===== src/rtl/cpu_isa_pkg.sv =====
// Shared ISA definitions for the 8-bit mini CPU: opcode constants used by
// the fetch unit and the instruction decoder, plus the fetch FSM state type.
package cpu_isa_pkg;

  localparam logic [3:0] OP_CLR   = 4'b0000;
  localparam logic [3:0] OP_LOAD  = 4'b0001;
  localparam logic [3:0] OP_MOV_A = 4'b0010;
  localparam logic [3:0] OP_MOV_B = 4'b0011;
  // ALU opcode group
  localparam logic [3:0] OP_ADD   = 4'b0100;
  localparam logic [3:0] OP_SUB   = 4'b1010;
  localparam logic [3:0] OP_AND   = 4'b0110;
  localparam logic [3:0] OP_OR    = 4'b0111;
  localparam logic [3:0] OP_XOR   = 4'b1000;
  localparam logic [3:0] OP_NOT   = 4'b1001;
  localparam logic [3:0] OP_NOP   = 4'b1011;
  localparam logic [3:0] OP_HALT  = 4'b1111;

  typedef enum logic [2:0] {
    ST_IDLE  = 3'd0,
    ST_FETCH = 3'd1,
    ST_ISSUE = 3'd2,
    ST_PAUSE = 3'd3,
    ST_HALT  = 3'd4
  } ifu_state_t;

endpackage


===== src/rtl/instruction_fetch_unit_rom.sv =====
// program_rom: loadable program store, synchronous write port and a
// registered read port (one-cycle read latency). The read register only
// updates on a read strobe, so the fetched opcode stays put while the
// fetch unit waits for the execute stage.
module program_rom #(
  parameter int ADDR_W = 4,
  parameter int OP_W   = 4
) (
  input  logic              clk,
  input  logic              we,
  input  logic [ADDR_W-1:0] waddr,
  input  logic [OP_W-1:0]   wdata,
  input  logic              re,
  input  logic [ADDR_W-1:0] raddr,
  output logic [OP_W-1:0]   rdata
);

  logic [OP_W-1:0] mem [2**ADDR_W];
  logic [OP_W-1:0] rdata_reg;

  // Write and registered read; contents are not touched by any reset.
  always_ff @(posedge clk) begin
    if (we) mem[waddr] <= wdata;
    if (re) rdata_reg <= mem[raddr];
  end

  assign rdata = rdata_reg;

endmodule


===== src/rtl/instruction_fetch_unit.sv =====
// instruction_fetch_unit: program counter, program store and fetch/issue
// sequencer feeding the decoder over a Valid/Ready handshake.
// Optional breakpoint support is built when IFU_BREAKPOINT_EN is defined.
module instruction_fetch_unit
  import cpu_isa_pkg::*;
#(
  parameter int ADDR_W = 4,
  parameter int OP_W   = 4
) (
  input  logic              Clk,
  input  logic              Reset,
  input  logic              LoadEn,
  input  logic [ADDR_W-1:0] LoadAddr,
  input  logic [OP_W-1:0]   LoadData,
  input  logic              Start,
  input  logic              StepMode,
  input  logic              Ready,
`ifdef IFU_BREAKPOINT_EN
  input  logic              BpEnable,
  input  logic [ADDR_W-1:0] BpAddr,
`endif
  output logic [OP_W-1:0]   Instruction,
  output logic              InstrValid,
  output logic [ADDR_W-1:0] PC,
  output logic              Busy,
  output logic              Halted
);

  localparam logic [ADDR_W-1:0] PC_LAST = '1;

  ifu_state_t        state_reg, state_next;
  logic [ADDR_W-1:0] pc_reg, pc_next;
  logic              rom_re;
  logic              rom_we;
  logic [OP_W-1:0]   rom_data;
  logic              busy;
  logic              is_halt_op;

  assign busy       = (state_reg == ST_FETCH) || (state_reg == ST_ISSUE);
  assign rom_we     = LoadEn && !busy;
  assign is_halt_op = (rom_data == OP_HALT);

  program_rom #(
    .ADDR_W (ADDR_W),
    .OP_W   (OP_W)
  ) u_rom (
    .clk   (Clk),
    .we    (rom_we),
    .waddr (LoadAddr),
    .wdata (LoadData),
    .re    (rom_re),
    .raddr (pc_reg),
    .rdata (rom_data)
  );

`ifdef IFU_BREAKPOINT_EN
  // Set when a breakpoint pauses the FSM so the resumed fetch goes through.
  logic bp_skip_reg, bp_skip_next;

  // Breakpoint suppression flag register.
  always_ff @(posedge Clk) begin
    if (Reset) bp_skip_reg <= 1'b0;
    else       bp_skip_reg <= bp_skip_next;
  end
`endif

  // State and program counter registers.
  always_ff @(posedge Clk) begin
    if (Reset) begin
      state_reg <= ST_IDLE;
      pc_reg    <= '0;
    end else begin
      state_reg <= state_next;
      pc_reg    <= pc_next;
    end
  end

  // Next-state, PC advance and memory read strobe.
  always_comb begin
    state_next = state_reg;
    pc_next    = pc_reg;
    rom_re     = 1'b0;
`ifdef IFU_BREAKPOINT_EN
    bp_skip_next = bp_skip_reg;
`endif
    case (state_reg)
      ST_IDLE, ST_PAUSE: begin
        if (Start) state_next = ST_FETCH;
      end
      ST_FETCH: begin
`ifdef IFU_BREAKPOINT_EN
        if (BpEnable && (pc_reg == BpAddr) && !bp_skip_reg) begin
          state_next   = ST_PAUSE;
          bp_skip_next = 1'b1;
        end else begin
          rom_re       = 1'b1;
          bp_skip_next = 1'b0;
          state_next   = ST_ISSUE;
        end
`else
        rom_re     = 1'b1;
        state_next = ST_ISSUE;
`endif
      end
      ST_ISSUE: begin
        // A HALT opcode is consumed here and never offered downstream.
        if (is_halt_op) begin
          state_next = ST_HALT;
        end else if (Ready) begin
          if (pc_reg == PC_LAST) begin
            state_next = ST_HALT;
          end else begin
            pc_next    = pc_reg + 1'b1;
            state_next = StepMode ? ST_PAUSE : ST_FETCH;
          end
        end
      end
      ST_HALT: state_next = ST_HALT;
      default: state_next = ST_IDLE;
    endcase
  end

  assign InstrValid  = (state_reg == ST_ISSUE) && !is_halt_op;
  assign Instruction = InstrValid ? rom_data : OP_NOP;
  assign PC          = pc_reg;
  assign Busy        = busy;
  assign Halted      = (state_reg == ST_HALT);

endmodule


===== config.mk =====
export PLATFORM = sky130hd
export DESIGN_NAME = instruction_fetch_unit
export DESIGN_NICKNAME = d
export VERILOG_FILES = /design/src/rtl/cpu_isa_pkg.sv /design/src/rtl/instruction_fetch_unit_rom.sv /design/src/rtl/instruction_fetch_unit.sv
export SDC_FILE = /design/constraint.sdc
export NUM_CORES = 1
export LEC_CHECK = 0
export CORE_MARGIN = 2
export CORE_UTILIZATION = 60
export DETAILED_ROUTE_END_ITERATION = 8
export PLACE_DENSITY = 0.84
export SYNTH_ARGS = -nofsm -noshare
export SYNTH_HDL_FRONTEND = slang
export SYNTH_SLANG_ARGS = --single-unit
export TNS_END_PERCENT = 1

===== constraint.sdc =====
create_clock -name Clk -period 3.42 [get_ports Clk]
set_clock_uncertainty 0.2 [all_clocks]
set_input_delay 0.684 -clock Clk [delete_from_list [all_inputs] [get_ports Clk]]
set_output_delay 0.684 -clock Clk [all_outputs]
set_load 0.1 [all_outputs]

# Word-level counts from Yosys, hierarchy flattened
# Memories as Yosys holds them, arrays and structs flattened. A register that Yosys moved wholly into a read port is not among the register bits.
# Index checks and enable logic that the tools add are counted.
op_classes:
  addsub: 1
  n_shift: 0
  mul: 0
  n_reduce_logical: 9
  bitwise: 2
  order_cmp: 0
  div: 0
  eq_ne: 8
  mux: 10
op_table:
  columns: ["cell", "n"]
  rows:
  - ["3-bit two-way mux", 4]
  - ["3-bit one-hot mux with 4 select lines", 1]
  - ["4-bit == test (second input constant)", 2]
  - ["3-bit by 2-bit == test with 1-bit output (second input constant)", 2]
  - ["4-bit by 1-bit adder with 4-bit output (second input constant)", 1]
  - ["4-bit two-way mux", 1]
  - ["4-bit AND reduction", 1]
  - ["3-bit by 1-bit == test with 1-bit output (second input constant)", 1]
  - ["3-bit == test (second input constant)", 1]
  - ["3-bit logical NOT", 1]
  - ["1-bit two-way mux", 3]
  - ["3-bit inequality test (second input constant)", 1]
  - ["1-bit logical AND", 2]
  - ["1-bit logical NOT", 2]
  - ["2-bit two-way mux", 1]
  - ["2-bit inequality test (second input constant)", 1]
  - ["1-bit NOT", 2]
  - ["2-bit AND reduction", 1]
  - ["2-bit OR reduction", 1]
  - ["1-bit logical OR", 1]
word_totals:
  ramBits: 64
  n_memories: 1
  output_inout_bits: 11
  inputBits: 14
  latchBits: 0
  rom_bits: 0
  register_bits: 7
  word_cells: 33
mem_list:
  columns: ["name", "depth", "width", "rd", "rd_clocked_by_memory_dff", "wr", "line", "source"]
  rows:
  - ["u_rom.mem", 16, 4, 1, 1, 1, "instruction_fetch_unit_rom.sv:18", "logic [OP_W-1:0] mem [2**ADDR_W];"]

# Logic depth before layout (Yosys ltp)
depth:
  depth_word: 6
  mapped_depth: 6
  mapped_depth_nobuf: 5

# Modules after synthesis
# From an unflattened synthesis, not the netlist that was laid out.
unflattened:
  hier_cells: 184
  area_unflattened_um2: 3168.0
by_module_without_submodules:
  columns: ["mod", "seq_area_each_um2", "cells_each", "instances", "area_each_um2"]
  rows:
  - ["program_rom", 2042.0, 130, 1, 2706.3]
  - ["instruction_fetch_unit", 140.1, 54, 1, 461.7]

# Least setup slack after synthesis
# Ideal clock, no wire load.
synth_timing:
  path_kind: "reg-to-reg"
  startpoint: "register pc_reg[0], in the netlist PC[0]"
  endpoint: "register u_rom.rdata_reg[2], in the netlist u_rom.rdata[2] (read register of u_rom.mem) (data pin)"
  t_arrival_ps: 2319
  t_required_ps: 2961
  stages_incl_launch_ff: 6
  setup_time_ps: 259
  setup_slack_ps: 642
  period_less_slack_ps: 2778
  path_buffers: 2
  path_cell_list: "dfxtp_1 > buf_4 > buf_2 > mux4_2 > a22oi_1 > nand2_1"
synth_rtl:
  columns: ["element", "line", "source"]
  rows:
  - ["start, declared", "instruction_fetch_unit.sv:32", "logic [ADDR_W-1:0] pc_reg, pc_next;"]
  - ["start signal, assigned", "instruction_fetch_unit.sv:74", "pc_reg <= pc_next;"]
  - ["end, declared", "instruction_fetch_unit_rom.sv:19", "logic [OP_W-1:0] rdata_reg;"]

# Worst setup path after layout
layout_timing:
  startpoint: "register state_reg[0]"
  endpoint: "output Busy"
layout_via:
  elab_chain_cells: 2
  elab_cells_between_ends: 3
  cone_classes: "eq/ne: 2; reduce/logical: 1"
layout_rtl:
  columns: ["element", "line", "source"]
  rows:
  - ["start, declared", "instruction_fetch_unit.sv:31", "ifu_state_t state_reg, state_next;"]
  - ["start signal, assigned", "instruction_fetch_unit.sv:73", "state_reg <= state_next;"]
  - ["3-bit by 1-bit == test with 1-bit output or 3-bit by 2-bit == test with 1-bit output (tied branches)", "instruction_fetch_unit.sv:39", "assign busy = (state_reg == ST_FETCH) || (state_reg == ST_ISSUE);"]
  - ["1-bit logical OR (*)", "instruction_fetch_unit.sv:39", null]
  - ["end, declared", "instruction_fetch_unit.sv:25", "output logic Busy,"]
# Every way passes the cells marked *; elsewhere a longest branch is shown, timed or not.

==> flow_summary.ini <==
[outcome]
status = completed

[finish]
largest_reg_flops = 64
final_cell_mix = edfxtp_1, nor2_1, mux4_2
layoutNonFillerInstCount = 293
area_growth_pct = 15.55
final_area_um2 = 3655
antenna_cells = 0
layout-drive-gt1-share_pct = 22.87
layout.nets = 233
layout_commonest_cell = edfxtp_1
final_core_util_pct = 71.56

[timing]
slew_headroom_pct = 60.12
period_minus_slack_ns = 2.887
hold_viol = 0
drv_slew = 0
fin_crit_sh_pct = 84.42
worst_slew_pin_slew_ns = 0.5963
grt_setup_unrepaired = no
finalSetupTns_ns = 0
fmax_mhz = 346.4
setup_viol = 0

[route]
postRouteAntennaNets = 0
vias_per_cell = 6.085
wl_per_cell_um = 20.10
drcViolationCount = 0
drtIter0Drc = 169
drt-pass1-iter-count = 4
wirelength_mm = 5.889
vias = 1783

[placement]
gp_congestion = 0.7847
dp_hpwl_mm = 4.072
portBuffers = 24
placedInstanceArea_um2 = 3427
dp.cells = 277

[flow_run]
cap_viol_max_count = 0

[worst_hold_path]
holdPathEnd = PC[3]$_SDFFE_PP0P_
hp-start = PC[3]$_SDFFE_PP0P_
holdCritPathClass = reg2reg
hold_depth = 2

[synthesis]
synth_seq_cells = 75
synth_fp_nets = 204
yosys_most_used_dff = edfxtp_1
yosysUniqueCellTypes = 39
avgSynthCellArea_um2 = 16.74
synth_top_area_share_pct = 64.56
ys_seq_area_share_pct = 68.99
async_flop_share_pct = 0
synth.yosys.warnings = 0
netlist_area_um2 = 3163
synthTopCellsByArea = edfxtp_1, mux4_2, dfxtp_1
yosysTopAreaCell = edfxtp_1
netlist_instances = 189
synth_edf_count = 68

[floorplan]
dieHeight_um = 76.61
initial_core_util_pct = 61.93
rows = 26
ioPinCount = 25
fp.dieW_um = 76.61
coreArea_um2 = 5107
dieArea_um2 = 5868

[pwr]
report.power.total_w = 0.002313
ir_drop_uv = 423.2
leakage_nw = 1.184
powerDensity_nw_per_um2 = 632.8

[setup_path]
max_stage_delay_ns = 0.61
critPathTopFamily = flip-flops
cp_max_fo = 11
reg2reg_depth = 4
ff2ff_setup_slack_ns = 0.90
critPathKind = reg2out
cp_num_buf_inv = 3
crit_chain = or3b_1 -> inv_1 -> nor2_1 -> inv_1 -> buf_4
slowest_stage = dfxtp_1
worst_ep_arrival_time_ns = 2.00
startpoint_type = flip-flop
rr_endpoint = u_rom.mem[2][2]$_DFFE_PP_
critical_path.most_common_cell = inv_1
r2r_start = state_reg[0]$_SDFFE_PP0P_
endpoint_kind = output pin
cp.required_ns = 2.54

[global_routing]
antenna_found_initial = 0
grt_usage_pct = 22.25
grt_max_degree = 20
grt_overflow = 0
grt_pass1_vias = 1875
grt_pass1_wl_mm = 9.577

[clock_tree]
cts_root_buf = clkbuf_8
clk_pin_slew_ns = 0.07
clkSinkCount = 75
hold_buffers = 0
cts_setup_buffers = 0
ctsResizeCount = 0
htreeDepth = 3
cts_buffers = 9
clk_path_buf_depth = 2
cts_tree = done
insertion_delay_ns = 0.35
tightest hold or removal path: stages (launching register included):
cell	delay (ns)
dfxtp_1	0.39
o21ai_0	0.11
a21oi_1	0.06
routing by layer:
metal	vias to the layer above	global-route usage, %	share of wire [%]
met2	87	36.37	51
met5	-	0	0
met4	0	10.18	2.3
met3	13	7.109	7.0
li1	806	-	-
met1	877	27.28	39
cells in the mapped netlist (2+ instances only):
master    count
edfxtp_1     68
nor2_1       19
mux4_2       16
a22oi_1       8
dfxtp_1       7
nand2_1       5
nor3_1        5
a21oi_1       4
and2_1        4
inv_1         4
nand2b_1      4
nand3_1       4
buf_4         3
o21ai_0       3
or2b_1        3
or3_1         3
buf_1         2
buf_2         2
nand4_1       2
nor2b_1       2
or3b_1        2
or3b_2        2
how the worst max path moves through the flow:
| stage | depth (start not counted) | end | start | slack [ns] |
|---|---|---|---|---|
| finish | 5 | Busy | state_reg[0]$_SDFFE_PP0P_ | 0.53 |
| CTS | 5 | Busy | state_reg[0]$_SDFFE_PP0P_ | 0.52 |
| detailed placement | 4 | u_rom.mem[2][2]$_DFFE_PP_ | LoadEn | 0.56 |
| global placement | 4 | u_rom.mem[2][0]$_DFFE_PP_ | LoadEn | 0.71 |
| global route | 5 | Busy | state_reg[0]$_SDFFE_PP0P_ | 0.42 |
| floorplan | 5 | u_rom.rdata[2]$_DFFE_PN_ | PC[0]$_SDFFE_PP0P_ | 0.64 |
metrics by stage:
step / hold slack (ns) / worst slack [ns]
finish: 0.4003 / 0.5330
global route: 0.4490 / 0.4166
CTS: 0.3987 / 0.5163
detailed placement: 0.3873 / 0.5561
global placement: 0.3628 / 0.7081
floorplan: 0.3538 / 0.6417
layout make-up:
| class | instances | area (µm²) |
|---|---|---|
| clock buffer | 12 | 155.1 |
| sequential | 75 | 2182 |
| multi-input combinational | 102 | 914.6 |
| timing repair buffer | 26 | 227.7 |
| inverter | 4 | 15.01 |
| clock inverter | 4 | 72.57 |
| tap | 70 | 87.58 |
| fill | 318 | 1453 |
power by group:
part | switching (W) | internal, W
Clock | 0.000314 | 0.000450
Combinational | 0.000304 | 0.000144
Sequential | 0.0000520 | 0.00105
Total | 0.000670 | 0.00164
kinds of logic (layout without fill, tap and decap cells):
logic type / after synthesis / count (layout) / share of synthesized area, %
fa+ha+maj: 1 / 1 / 0.3955
xor+xnor: 2 / 2 / 0.7913
flops: 75 / 75 / 68.99
mux: 17 / 17 / 11.71
buf+inv: 12 / 46 / 2.096
compound gates: 22 / 22 / 4.866
simple gates: 60 / 60 / 11.16
(Power assumes the default switching activity.)
